File: src/rtl/instr_fetch_if.sv
// Fetch-to-decode handshake bundle.
// master side is the fetch buffer, slave side is decode.
interface instr_fetch_if;
    logic        out_valid;
    logic        out_ready;
    logic [31:0] out_instr;
    logic [31:0] out_pc;
    logic        out_misalign;

    modport master (
        output out_valid,
        output out_instr,
        output out_pc,
        output out_misalign,
        input  out_ready
    );

    modport slave (
        input  out_valid,
        input  out_instr,
        input  out_pc,
        input  out_misalign,
        output out_ready
    );
endinterface

File: src/rtl/instr_fetch.sv
// Fetch front end: owns the PC, buffers fetched words for decode.
// Optional IFETCH_ALIGN_CHECK_EN: a misaligned redirect halts fetch and queues a marker.
module instr_fetch #(
    parameter logic [31:0] RESET_PC   = 32'h0000_0000,
    parameter int          FIFO_DEPTH = 2
) (
    input  logic          clk,
    input  logic          rst_n,
    output logic [31:0]   imem_addr,
    input  logic [31:0]   imem_instr,
    input  logic          redirect_valid,
    input  logic [31:0]   redirect_pc,
    instr_fetch_if.master fetch_out
);
    localparam int              PTR_W   = $clog2(FIFO_DEPTH);
    localparam logic [PTR_W:0]  DEPTH_C = (PTR_W + 1)'(FIFO_DEPTH);
    localparam logic [31:0]     NOP     = 32'h0000_0013;

    typedef enum logic {RUN, HALT} state_t;

    typedef struct packed {
        logic [31:0] pc;
        logic [31:0] instr;
        logic        misalign;
    } fetch_entry_t;

    state_t           state_q;
    state_t           state_d;
    fetch_entry_t     buf_q [FIFO_DEPTH];
    fetch_entry_t     head;
    logic [PTR_W-1:0] rd_ptr;
    logic [PTR_W-1:0] wr_ptr;
    logic [PTR_W:0]   count;
    logic [31:0]      fetch_pc;
    logic [31:0]      load_pc;
    logic             bad_redirect;
    logic             pop;
    logic             push;

`ifdef IFETCH_ALIGN_CHECK_EN
    assign bad_redirect = redirect_valid && (redirect_pc[1:0] != 2'b00);
    assign load_pc      = redirect_pc;
`else
    assign bad_redirect = 1'b0;
    assign load_pc      = redirect_pc & ~32'h3;
`endif

    assign imem_addr = fetch_pc;

    always_ff @(posedge clk) begin
        if (!rst_n) begin
            state_q <= RUN;
        end else begin
            state_q <= state_d;
        end
    end

    always_comb begin
        state_d = state_q;
        if (redirect_valid) begin
            state_d = bad_redirect ? HALT : RUN;
        end
    end

    always_comb begin
        head                   = buf_q[rd_ptr];
        fetch_out.out_valid    = (count != '0);
        pop                    = fetch_out.out_valid && fetch_out.out_ready;
        push                   = (state_q == RUN) && !redirect_valid
                                 && ((count < DEPTH_C) || pop);
        fetch_out.out_instr    = fetch_out.out_valid ? head.instr : NOP;
        fetch_out.out_pc       = fetch_out.out_valid ? head.pc : 32'h0;
        fetch_out.out_misalign = fetch_out.out_valid && head.misalign;
    end

    // Redirect discards everything, including a same-cycle pop.
    always_ff @(posedge clk) begin
        if (!rst_n) begin
            fetch_pc <= RESET_PC;
            count    <= '0;
            rd_ptr   <= '0;
            wr_ptr   <= '0;
        end else if (redirect_valid) begin
            fetch_pc <= load_pc;
            rd_ptr   <= '0;
            if (bad_redirect) begin
                buf_q[0] <= '{pc: redirect_pc, instr: NOP, misalign: 1'b1};
                wr_ptr   <= PTR_W'(1);
                count    <= (PTR_W + 1)'(1);
            end else begin
                wr_ptr <= '0;
                count  <= '0;
            end
        end else begin
            if (push) begin
                buf_q[wr_ptr] <= '{pc: fetch_pc, instr: imem_instr, misalign: 1'b0};
                wr_ptr        <= wr_ptr + PTR_W'(1);
                fetch_pc      <= fetch_pc + 32'd4;
            end
            if (pop) begin
                rd_ptr <= rd_ptr + PTR_W'(1);
            end
            if (push && !pop) begin
                count <= count + (PTR_W + 1)'(1);
            end else if (pop && !push) begin
                count <= count - (PTR_W + 1)'(1);
            end
        end
    end
endmodule

File: src/flat_wrapper.sv
// flat-port wrapper written by rule: the top's interface ports become plain ports
module instr_fetch_flat 
#(
    parameter logic [31:0] RESET_PC   = 32'h0000_0000,
    parameter int          FIFO_DEPTH = 2
)
  (clk, rst_n, imem_addr, imem_instr, redirect_valid, redirect_pc, fetch_out_out_valid, fetch_out_out_instr, fetch_out_out_pc, fetch_out_out_misalign, fetch_out_out_ready);
  instr_fetch_if fetch_out_i ();
  input  logic clk;
  input  logic rst_n;
  output logic [31:0] imem_addr;
  input  logic [31:0] imem_instr;
  input  logic redirect_valid;
  input  logic [31:0] redirect_pc;
  output wire logic [$bits(fetch_out_i.out_valid)-1:0] fetch_out_out_valid;
  output wire logic [$bits(fetch_out_i.out_instr)-1:0] fetch_out_out_instr;
  output wire logic [$bits(fetch_out_i.out_pc)-1:0] fetch_out_out_pc;
  output wire logic [$bits(fetch_out_i.out_misalign)-1:0] fetch_out_out_misalign;
  input wire logic [$bits(fetch_out_i.out_ready)-1:0] fetch_out_out_ready;
  assign fetch_out_out_valid = fetch_out_i.out_valid;
  assign fetch_out_out_instr = fetch_out_i.out_instr;
  assign fetch_out_out_pc = fetch_out_i.out_pc;
  assign fetch_out_out_misalign = fetch_out_i.out_misalign;
  assign fetch_out_i.out_ready = fetch_out_out_ready;
  instr_fetch #(.RESET_PC(RESET_PC), .FIFO_DEPTH(FIFO_DEPTH)) u_core (.clk(clk), .rst_n(rst_n), .imem_addr(imem_addr), .imem_instr(imem_instr), .redirect_valid(redirect_valid), .redirect_pc(redirect_pc), .fetch_out(fetch_out_i));
endmodule
File: config.mk
export PLATFORM = sky130hd
export DESIGN_NAME = instr_fetch_flat
export DESIGN_NICKNAME = d
export VERILOG_FILES = /design/src/rtl/instr_fetch_if.sv /design/src/rtl/instr_fetch.sv /design/src/flat_wrapper.sv
export SDC_FILE = /design/constraint.sdc
export NUM_CORES = 1
export LEC_CHECK = 0
export CORE_ASPECT_RATIO = 0.5
export CORE_MARGIN = 2
export CORE_UTILIZATION = 40
export DETAILED_ROUTE_END_ITERATION = 10
export GPL_TIMING_DRIVEN = 0
export PLACE_DENSITY = 0.64
export SYNTH_ARGS = -nofsm -noshare
export SYNTH_HDL_FRONTEND = slang
export SYNTH_SLANG_ARGS = --single-unit
File: constraint.sdc
create_clock -name clk -period 12.8 [get_ports clk]
set_input_delay 1.92 -clock clk [delete_from_list [all_inputs] [get_ports clk]]
set_output_delay 1.92 -clock clk [all_outputs]
set_load 0.01 [all_outputs]
==> flow_metrics.tcl, run 1 <==
set metrics [dict create \
    grt_pass1_wl_um 23800 \
    synth_ff_type "edfxtp_1" \
    gp_congestion 0.797 \
    grt_max_degree 17 \
    status "completed" \
    drc_errors 0 \
    htreeDepth 4 \
    drtAntennaViolNets 0 \
    setup-tns-final_ns 0 \
    drt-initial-drc-count 248 \
    post_route_cells_drive_above_1_share 0.0969 \
    cts_tree "built" \
    synth_commonest_cells "124 x edfxtp_1, 69 x nor2_1, 62 x mux2i_1" \
    wl_um 15300 \
    wl_per_cell_um 16.5 \
    max-slew-margin-rel 0.450 \
    finalSetupViolations 0 \
    synth_cell_types 43 \
    clkTransAtPathRegs_ns 0.07 \
    cts_setup_buffers 0 \
    wl_met2_um 7630 \
    diodes 0 \
    utilization 0.566 \
    track_usage 0.179 \
    worstPathRequired_ns 10.88 \
    final_nets 759 \
    ios 166 \
    hold_viol_final 0 \
    drv_cap 0 \
    rsz0062_at_grt "false" \
    synth_largest_area_cell "edfxtp_1" \
    power.leakage_nw 3.05 \
    synth-edff-count 124 \
    dp_hpwl_um 10900 \
    syn_avg_cell_area_um2 13.2 \
    min_period_over_period 0.364 \
    ys_seq_area_frac 0.672 \
    fin_crit_ns 4.66 \
    p_per_area_nw_per_um2 135 \
    die_h_um 94.7 \
    cts_sinks 159 \
    cp_max_fo 10 \
    ys_ff_latch 159 \
    fmax_mhz 214 \
    power_mw 1.24 \
    postCtsHoldBufs 0 \
    first_global_vias 4554 \
    rr_startpoint "u_core.count[0]" \
    top_layer_used "met4" \
    synthTopCellsByArea "edfxtp_1 57%, dfxtp_1 11%, mux2i_1 9.4%" \
    maxSlewViolCount 0 \
    r2r_cells 6 \
    clock_path_buffers 2 \
    met1_length_um 6990 \
    area_growth_pct 39.5 \
    pre_cts_slack_ns 8.52 \
    cts_resized 0 \
    ys_warn_count 0 \
    reg2reg_to "u_core.count[1]" \
    startpoint "u_core.count[0]" \
    startpoint_type "flop" \
    path_class "reg2out" \
    antenna_found_initial 0 \
    clockRootBuffer "clkbuf_16" \
    die_area_um2 17600 \
    vias 4487 \
    clock_latency_ns 0.42 \
    core_um2 16200 \
    grt-ovfl-total 0 \
    endpoint_kind "output pin" \
    clock_skew_ns 0.00918 \
    r2r_slack_ns 10.70 \
    netlist_instances 497 \
    synth_top_cell_area_share 0.566 \
    drt-pass1-iter-count 6 \
    arrival_ns 2.74 \
    wl_met3_um 538 \
    irDropWorstVdd_uv 86.0 \
    die_x_um 185 \
    start_util 0.406 \
    worst_slack_ns 8.14 \
    cts_buffers 17 \
    worst_pin_slew_ns 0.820 \
    synthArstFlopShare 0 \
    viasPerCell 4.83 \
    min_path_type "reg2reg" \
    syn_area_um2 6580 \
    synth.most_common_cell "edfxtp_1" \
    portBuffers 157 \
    fp-row-count 33 \
    setup.worst_path.end "fetch_out_out_instr[25]" \
]
[worst min path at each step]
stage	from	end	cells after the start
after floorplan	u_core.rd_ptr	flop	2
after global placement	u_core.imem_addr[31]	u_core.buf_q[0][63]	0
after detailed placement	u_core.rd_ptr	u_core.rd_ptr	2
after CTS	u_core.rd_ptr	u_core.rd_ptr	2
after global routing	u_core.imem_addr[31]	u_core.buf_q[0][63]	0
final	u_core.rd_ptr	u_core.rd_ptr	2
[cell families after synthesis]
kind of cell | count (synthesis) | synth area share
DFF | 159 | 0.672
and+or+nand+nor | 151 | 0.117
muxes | 62 | 0.0943
AOI/OAI and AO/OA | 58 | 0.0469
buffers and inverters | 33 | 0.0241
xor gates and xnor gates | 31 | 0.0412
adders and majority gates | 2 | 0.00380
other | 1 | 0.000570
[sequential cells by signal, summed over array words and instances (netlist names), named ones only]
| signal | flops |
|---|---|
| u_core.imem_addr | 30 |
| u_core.wr_ptr | 1 |
| u_core.buf_q | 124 |
| u_core.rd_ptr | 1 |
| u_core.count | 2 |
[critical path: stages, from the launching register on]
cell,delay [ns]
dfxtp_1,0.34
nor2_1,0.48
clkbuf_1,0.45
buf_1,0.44
nor2_1,0.11
clkdlybuf4s50_1,0.50
[layout by cell type, fill, tap and decap left out, types with 3 or more instances in the layout]
cell type	instances
and3_1	4
nand2_1	22
xor2_1	14
edfxtp_1	124
a21oi_1	23
conb_1	5
dfxtp_1	35
and2_1	6
o21ai_0	29
inv_6	4
nor3_1	4
nor3_2	3
buf_4	6
clkdlybuf4s50_1	157
buf_2	7
or3_1	3
clkbuf_16	19
mux2i_1	62
nand4_1	12
clkbuf_1	17
clkinv_4	3
nand3_1	11
buf_6	12
nor2_1	69
xnor2_1	17
[stage by stage]
step / cells / hold WS (ns) / area (um^2)
6_report: 929 / 0.504 / 9180
5_1_grt: 929 / 0.530 / 9180
3_5_place_dp: 897 / 0.491 / 8590
2_1_floorplan: 501 / 0.472 / 6600
4_1_cts: 929 / 0.508 / 9180
3_3_place_gp: 885 / 0.486 / 8450
[layout make-up]
class,count,area [um^2]
multi-input combinational,309,2020
clock inverter,11,92.6
tap,227,284
timing repair buffer,169,1700
sequential,159,4420
clock buffer,21,493
inverter,3,11.3
buffer,30,148
fill,1384,7050
[per-layer routing]
metal	GRT usage	up-vias
li1	-	2192
met4	0.0542	0
met2	0.304	83
met3	0.0401	13
met5	0	-
met1	0.232	2199
[where the power goes]
part,leakage (nW),switching (mW),internal (mW)
Combinational,1.32,0.0669,0.0776
Sequential,1.44,0.0167,0.580
Clock,0.288,0.214,0.282
Total,3.05,0.297,0.939
Note: power is estimated with default switching activity, not from simulation.
==> run 2: changes to the inputs <==
- PLACE_DENSITY: 0.64 -> 0.67
- clock period: 12.8 -> 4 ns (I/O delays scaled with it)
==> flow_metrics.tcl, run 2 (synthesis gave the netlist of run 1 again) <==
set metrics [dict create \
    status "completed" \
    cts_resized 0 \
    mostFrequentLayoutCell "clkdlybuf4s50_1" \
    clock_skew_ns 0.0142 \
    drt-initial-drc-count 228 \
    cp_common_cell "nor2_1" \
    r2r_slack_ns 1.76 \
    power.leakage_nw 3.05 \
    antenna_found_initial 0 \
    min_to "u_core.buf_q[0][63]" \
    maxSlewViolCount 0 \
    top_register "u_core.buf_q" \
    max-slew-margin-rel 0.346 \
    crit_buf_inv 3 \
    die_area_um2 17600 \
    cts_buffers 17 \
    wl_um 15200 \
    ios 166 \
    worstPathCellList "nor2_1 > clkbuf_1 > buf_1 > nor2_1 > clkdlybuf4s50_1" \
    endpoint_kind "output pin" \
    cts_sinks 159 \
    die_x_um 185 \
    layout_common_cells "157 x clkdlybuf4s50_1, 124 x edfxtp_1, 69 x nor2_1" \
    fmax_mhz 293 \
    reg2reg_to "u_core.count[1]" \
    htreeDepth 4 \
    finalSetupViolations 0 \
    drc_errors 0 \
    drtAntennaViolNets 0 \
    grt-ovfl-total 0 \
    p_per_area_nw_per_um2 434 \
    core_um2 16200 \
    rr_startpoint "u_core.count[0]" \
    hold_viol_final 0 \
    min_from "u_core.imem_addr[31]" \
    final_cells 924 \
    worst_pin_slew_ns 0.977 \
    clockRootBuffer "clkbuf_16" \
    cp_max_fo 10 \
    drt-pass1-iter-count 4 \
    clock_latency_ns 0.42 \
    rsz0062_at_grt "false" \
    gp_congestion 0.792 \
    critPathTopFamily "buffers and inverters" \
    wl_per_cell_um 16.4 \
    first_global_vias 4423 \
    startpoint_type "flop" \
    post_route_cells_drive_above_1_share 0.0875 \
    cts_tree "built" \
    area_growth_pct 40.5 \
    track_usage 0.177 \
    placed_cells 892 \
    postCtsHoldBufs 0 \
    dp_hpwl_um 10900 \
    portBuffers 157 \
    start_util 0.406 \
    nFillCells 1323 \
    r2r_cells 6 \
    cts_setup_buffers 0 \
    place_area_um2 8660 \
    path_class "reg2out" \
    finalInstanceArea_um2 9250 \
    critPathMaxStageDelay_ns 0.57 \
    arrival_ns 2.82 \
    cp_slowest_cell "nor2_1" \
    irDropWorstVdd_uv 313 \
    min_path_type "reg2reg" \
    clock_path_buffers 2 \
    viasPerCell 4.82 \
    diodes 0 \
    worstPathRequired_ns 3.40 \
    hold_depth 0 \
    drv_cap 0 \
    min_period_over_period 0.854 \
    die_h_um 94.7 \
    vias 4457 \
    grt_max_degree 19 \
    clkTransAtPathRegs_ns 0.06 \
    largest_reg_flops 124 \
    final_nets 754 \
    power_mw 4.01 \
    grt_pass1_wl_um 23400 \
    fin_crit_ns 3.42 \
    fp-row-count 33 \
]
run 2: changes by cell type in the layout (fill, tap and decap cells not counted), moves of 3 or more:
cell and change:
clkinv_2 +3, buf_6 -11, bufinv_16 +3, buf_16 +6
run 2: area by class of cell:
type                       count  area [um^2]  share of cell area
buffer                        30          148              0.0160
clock buffer                  18          429              0.0464
clock inverter                14          163              0.0176
inverter                       3         11.3             0.00122
multi-input combinational    309         2040               0.220
sequential                   159         4420               0.478
tap                          227          284              0.0307
timing repair buffer         164         1750               0.189
run 2: how the worst max path moves through the flow:
stage | slack (ns) | cells past startpoint | startpoint | end
floorplan | -0.01 | 4 | redirect_valid | u_core.buf_q[1][0]
global placement | -2.03 | 3 | rst_n | u_core.buf_q[1][17]
detailed placement | 0.95 | 5 | rst_n | u_core.buf_q[0][16]
CTS | 0.53 | 5 | u_core.count[0] | fetch_out_out_instr[27]
global route | 0.39 | 5 | u_core.count[0] | fetch_out_out_instr[28]
finish | 0.58 | 5 | u_core.count[0] | fetch_out_out_instr[27]
run 2: metrics by stage:
stage | utilization | hold slack (ns) | setup TNS [ns] | worst slack [ns]
global route | 0.570 | 0.537 | 0 | 0.389
global placement | 0.522 | 0.486 | -244.13 | -2.03
finish | 0.570 | 0.510 | 0 | 0.582
floorplan | - | 0.472 | -0.593 | -0.00956
detailed placement | 0.533 | 0.490 | 0 | 0.948
CTS | 0.570 | 0.499 | 0 | 0.525
run 2: where the power goes:
part,total (mW),internal [mW],leakage (nW),switching (mW)
registers,1.91,1.86,1.44,0.0530
logic,0.469,0.254,1.32,0.215
clock network,1.63,0.981,0.286,0.652
total,4.01,3.09,3.05,0.919
run 2: per-layer routing:
layer  vias to the layer above  global-route usage  share of wire  wire length [um]
met5                         -                   0              0                 0
met4                         0              0.0635          0.013               193
met3                        14              0.0324          0.044               663
met2                       108               0.298           0.49              7390
met1                      2149               0.231           0.46              6920
li1                       2186                   -              -                 -
==> run 3: changes to the inputs <==
- ABC_CLOCK_PERIOD_IN_PS: unset -> 4000
==> results of run 3 <==
Final layout, timing and power as in run 2 (identical DEF).
